### src/rtl/fifo_ctrl.sv
// fifo_ctrl: pointer/flag controller for a 16x4 dual-port RAM with registered read.
// Define FIFO_ERR_EN to add a sticky err output for dropped pushes and ignored pops.
module fifo_ctrl #(
  parameter int DATA_W    = 4,
  parameter int ADDR_W    = 4,
  parameter int AF_THRESH = 12,
  parameter int AE_THRESH = 2
) (
  input  logic              clk,
  input  logic              reset_L,
  input  logic              push,
  input  logic [DATA_W-1:0] data_in,
  input  logic              pop,
  input  logic [DATA_W-1:0] ram_q,
  output logic              ram_we,
  output logic [ADDR_W-1:0] ram_waddr,
  output logic [DATA_W-1:0] ram_wdata,
  output logic              ram_re,
  output logic [ADDR_W-1:0] ram_raddr,
  output logic [DATA_W-1:0] data_out,
  output logic              valid_out,
  output logic              full,
  output logic              empty,
  output logic              almost_full,
  output logic              almost_empty,
`ifdef FIFO_ERR_EN
  output logic              err,
`endif
  output logic [ADDR_W:0]   count
);
  localparam logic [ADDR_W:0] DEPTH = {1'b1, {ADDR_W{1'b0}}};
  localparam logic [ADDR_W:0] AF    = AF_THRESH[ADDR_W:0];
  localparam logic [ADDR_W:0] AE    = AE_THRESH[ADDR_W:0];
  logic [ADDR_W-1:0] r_wptr, r_rptr;
  logic [ADDR_W:0]   r_count;
  logic              r_valid;
  logic              w_push_ok, w_pop_ok;
  // Reset overrides the client, so nothing reaches the RAM during the reset cycle.
  assign w_pop_ok     = reset_L & pop & ~empty;
  assign w_push_ok    = reset_L & push & (~full | w_pop_ok);
  assign ram_we       = w_push_ok;
  assign ram_waddr    = r_wptr;
  assign ram_wdata    = data_in;
  assign ram_re       = w_pop_ok;
  assign ram_raddr    = r_rptr;
  assign data_out     = ram_q;
  assign valid_out    = r_valid;
  assign count        = r_count;
  assign full         = r_count == DEPTH;
  assign empty        = r_count == '0;
  assign almost_full  = r_count >= AF;
  assign almost_empty = r_count <= AE;
  always_ff @(posedge clk) begin
    if (!reset_L) begin
      r_wptr  <= '0;
      r_rptr  <= '0;
      r_count <= '0;
      r_valid <= 1'b0;
    end else begin
      if (w_push_ok) r_wptr <= r_wptr + 1'b1;
      if (w_pop_ok) r_rptr <= r_rptr + 1'b1;
      r_count <= (w_push_ok && !w_pop_ok) ? r_count + 1'b1 :
                 (!w_push_ok && w_pop_ok) ? r_count - 1'b1 : r_count;
      r_valid <= w_pop_ok;
    end
  end
`ifdef FIFO_ERR_EN
  logic r_err;
  assign err = r_err;
  always_ff @(posedge clk) begin
    if (!reset_L) r_err <= 1'b0;
    else r_err <= r_err | (push & full & ~pop) | (pop & empty);
  end
`endif
endmodule
### config.mk
export PLATFORM = sky130hd
export DESIGN_NAME = fifo_ctrl
export DESIGN_NICKNAME = d
export VERILOG_FILES = /design/src/rtl/fifo_ctrl.sv
export SDC_FILE = /design/constraint.sdc
export NUM_CORES = 1
export LEC_CHECK = 0
export CAP_MARGIN = 0
export CORE_MARGIN = 2
export CORE_UTILIZATION = 39
export CTS_CLUSTER_DIAMETER = 100
export DETAILED_ROUTE_END_ITERATION = 10
export HOLD_SLACK_MARGIN = 0.12
export PLACE_DENSITY = 0.88
export REMOVE_ABC_BUFFERS = 1
export SYNTH_ARGS = -nofsm -noshare
export SYNTH_HDL_FRONTEND = slang
export SYNTH_SLANG_ARGS = --single-unit
### constraint.sdc
create_clock -name clk -period 3.7 [get_ports clk]
set_input_delay 0.74 -clock clk [delete_from_list [all_inputs] [get_ports clk]]
set_output_delay 0.74 -clock clk [all_outputs]
set_load 0.02 [all_outputs]
==> flow_summary_export.csv <==
group,metric,value,unit
routing,viasPerCell,5.10,
grt,antenna_found_initial,0,
clock_network,tritoncts,"yes",
clock_network,insertion_delay,0.28,ns
worst_setup_path,rr_worst_depth,10,
place,post-place-ws,0.504,ns
clock_network,postCtsSetupRepairBufs,0,
power_and_ir_drop,swShare,43.4,%
clock_network,clock_sinks,14,
synth,ys_ff_latch,14,
hold_path,holdPathStages,2,
clock_network,h-tree-depth,1,
timing,setup-violations-final,0,
synth,yosysUniqueCellTypes,28,
synth,synthCells,93,
grt,grt_pass1_wl,2820,um
grt,grt_pass1_vias,627,
place,post_dp_cell_area,0.00101,sq mm
timing,rsz0062_at_grt,"false",
routing,num_vias,689,
synth,yosys_most_used_dff,"dfxtp_1",
timing,final.setup.worst_slack,0.523,ns
timing,clock_skew,0.00662,ns
power_and_ir_drop,p_int,0.478,mW
final_layout,syn_to_final_growth,26.2,%
worst_setup_path,start_kind,"input port",
timing,setup_tns,0,ns
routing,drtIter0Drc,11,
synth,synth.area.top_cells,"dfxtp_1, ha_1, buf_4",
power_and_ir_drop,leakage,0.444,nW
clock_network,ctsRootBufferMaster,"clkbuf_4",
final_layout,stdcell_area,0.00105,sq mm
routing,finalWirelength,1730,um
status,status,"completed",
routing,drc,0,
die,io_pins,40,
hold_path,hp-class,"flop to flop",
routing,wl_per_cell,12.8,um
die,fp.dieH,50.1,um
power_and_ir_drop,vdd_drop_max,0.000572,V
synth,synth_area_leader_cell,"dfxtp_1",
grt,track_usage,15.1,%
die,dieArea,0.00251,sq mm
final_layout,fillCellCount,165,
synth,avgSynthCellArea,8.92,sq um
power_and_ir_drop,switchingPower,0.367,mW
die,core_region_area,0.00198,sq mm
synth,synth_area,830,sq um
timing,final_max_slew_viol_count,0,
synth,synth_commonest_cells,"dfxtp_1, nor2_1, buf_4",
flow_run,cap_viol_max_count,0,
routing,ant_nets,0,
synth,netlist.area_leader.share,33.8,%
final_layout,antenna_cells,0,
timing,tightest_slew,0.328,ns
grt,overflow,0,
worst_setup_path,cp_data_arrival_time,2.44,ns
power_and_ir_drop,powerDensity,807,mW/mm^2
power_and_ir_drop,p_total,0.845,mW
die,row_count,16,
final_layout,drive_gt1_share,6.48,%
synth,synth_edf_count,0,
timing,fin_crit,3.18,ns
synth,synth-seq-area-share,33.8,%
clock_network,clockBufferDepth,2,
timing,whs,0.547,ns
place,io_buffer_count,23,
timing,hold_violations,0,
worst_setup_path,cp_max_fo,11,
worst_setup_path,critPathCaptureType,"primary output",
clock_network,cts.clk_slew.worst_paths,0.08,ns
synth,yosysWarnings,0,
place,place_congestion,0.921,
worst_setup_path,worst_ep_required_time,2.96,ns
clock_network,cts_buffers,3,
power_and_ir_drop,seqPwrFrac,28.9,%
synth,async_flop_share,0,%
die,dieWidth,50.1,um
power_and_ir_drop,clockPowerShare,12.5,%
timing,finalCritPeriodShare,85.9,%
power_and_ir_drop,comb_power_share,58.6,%
timing,relSlewSlack,77.6,%
routing,drtPass1Iterations,4,
grt,grt_max_degree,12,
clock_network,hold_buffers,0,
timing,fmax,0.315,GHz
die,start_util,41.9,%
worst_setup_path,path_class,"input port to primary output",
place,dpl.hpwl,1310,um
clock_network,post_cts_resized,0,
final_layout,fin_nets,128,
==> sequential cells by signal, indices dropped and copies added, names as in the netlist <==
register   cells
valid_out      1
ram_waddr      4
ram_raddr      4
count          5
==> cell families after synthesis <==
kind of cell	Yosys count	synth area share (%)
simple gates	30	16.7
buf+inv	17	12.2
compound gates	14	13.6
flops	14	33.8
xor+xnor	7	7.39
fa+ha+maj	7	11.5
mux	4	4.83
==> through the flow <==
step	cells	util [%]
after floorplan	81	-
final	135	52.8
after CTS	135	52.8
after global routing	135	52.8
after detailed placement	131	51.0
after global placement	131	51.0
==> power by group through the flow <==
stage,registers (mW),logic (mW),clock network [mW]
2_1_floorplan,0.282,0.263,0
3_3_place_gp,0.245,0.479,0
3_5_place_dp,0.248,0.494,0
4_1_cts,0.244,0.497,0.109
5_1_grt,0.251,0.536,0.116
6_report,0.244,0.495,0.106
==> worst max-delay path, stage by stage <==
cell             delay [ns]
clkdlybuf4s50_1        0.63
inv_1                  0.24
nor2_1                 0.20
clkdlybuf4s50_1        0.63
==> final cells by class <==
class / instances / area [sq um] / area share, %
Clock buffer: 4 / 36.3 / 3.46
Sequential cell: 14 / 280 / 26.8
Timing Repair Buffer: 23 / 230 / 22.0
Inverter: 5 / 18.8 / 1.79
Tap cell: 27 / 33.8 / 3.23
Multi-Input combinational cell: 62 / 448 / 42.8
==> placed cells by master (no fill, tap or decap), types with 3 or more instances in the layout <==
master	Yosys	final
ha_1	6	6
o21a_1	3	3
nor2_1	14	14
xor2_1	4	4
dfxtp_1	14	14
clkdlybuf4s50_1	0	23
inv_1	5	5
mux2i_1	4	4
a21oi_1	3	3
nand3_1	4	4
nand2_1	5	5
xnor2_1	3	3
clkbuf_4	0	3
==> per-layer routing <==
metal  vias up  share of wire [%]  global-route usage, %
met4         0                1.6                   8.33
met5         -                  0                      0
met3         2                6.1                   6.67
li1        338                  -                      -
met2        28                 49                   22.6
met1       321                 43                   17.8
==> path summary, 6_finish.rpt <==
kind	slack, ns	start	endpoint
max	0.52	reset_L	ram_we
max reg2reg	0.76	count[0]$_SDFFE_PN0P_	count[4]$_SDFFE_PN0P_
min reg2reg	0.55	ram_raddr[2]$_SDFFE_PN0P_	ram_raddr[2]$_SDFFE_PN0P_
min	0.55	ram_raddr[2]$_SDFFE_PN0P_	ram_raddr[2]$_SDFFE_PN0P_
(Power assumes the default switching activity.)
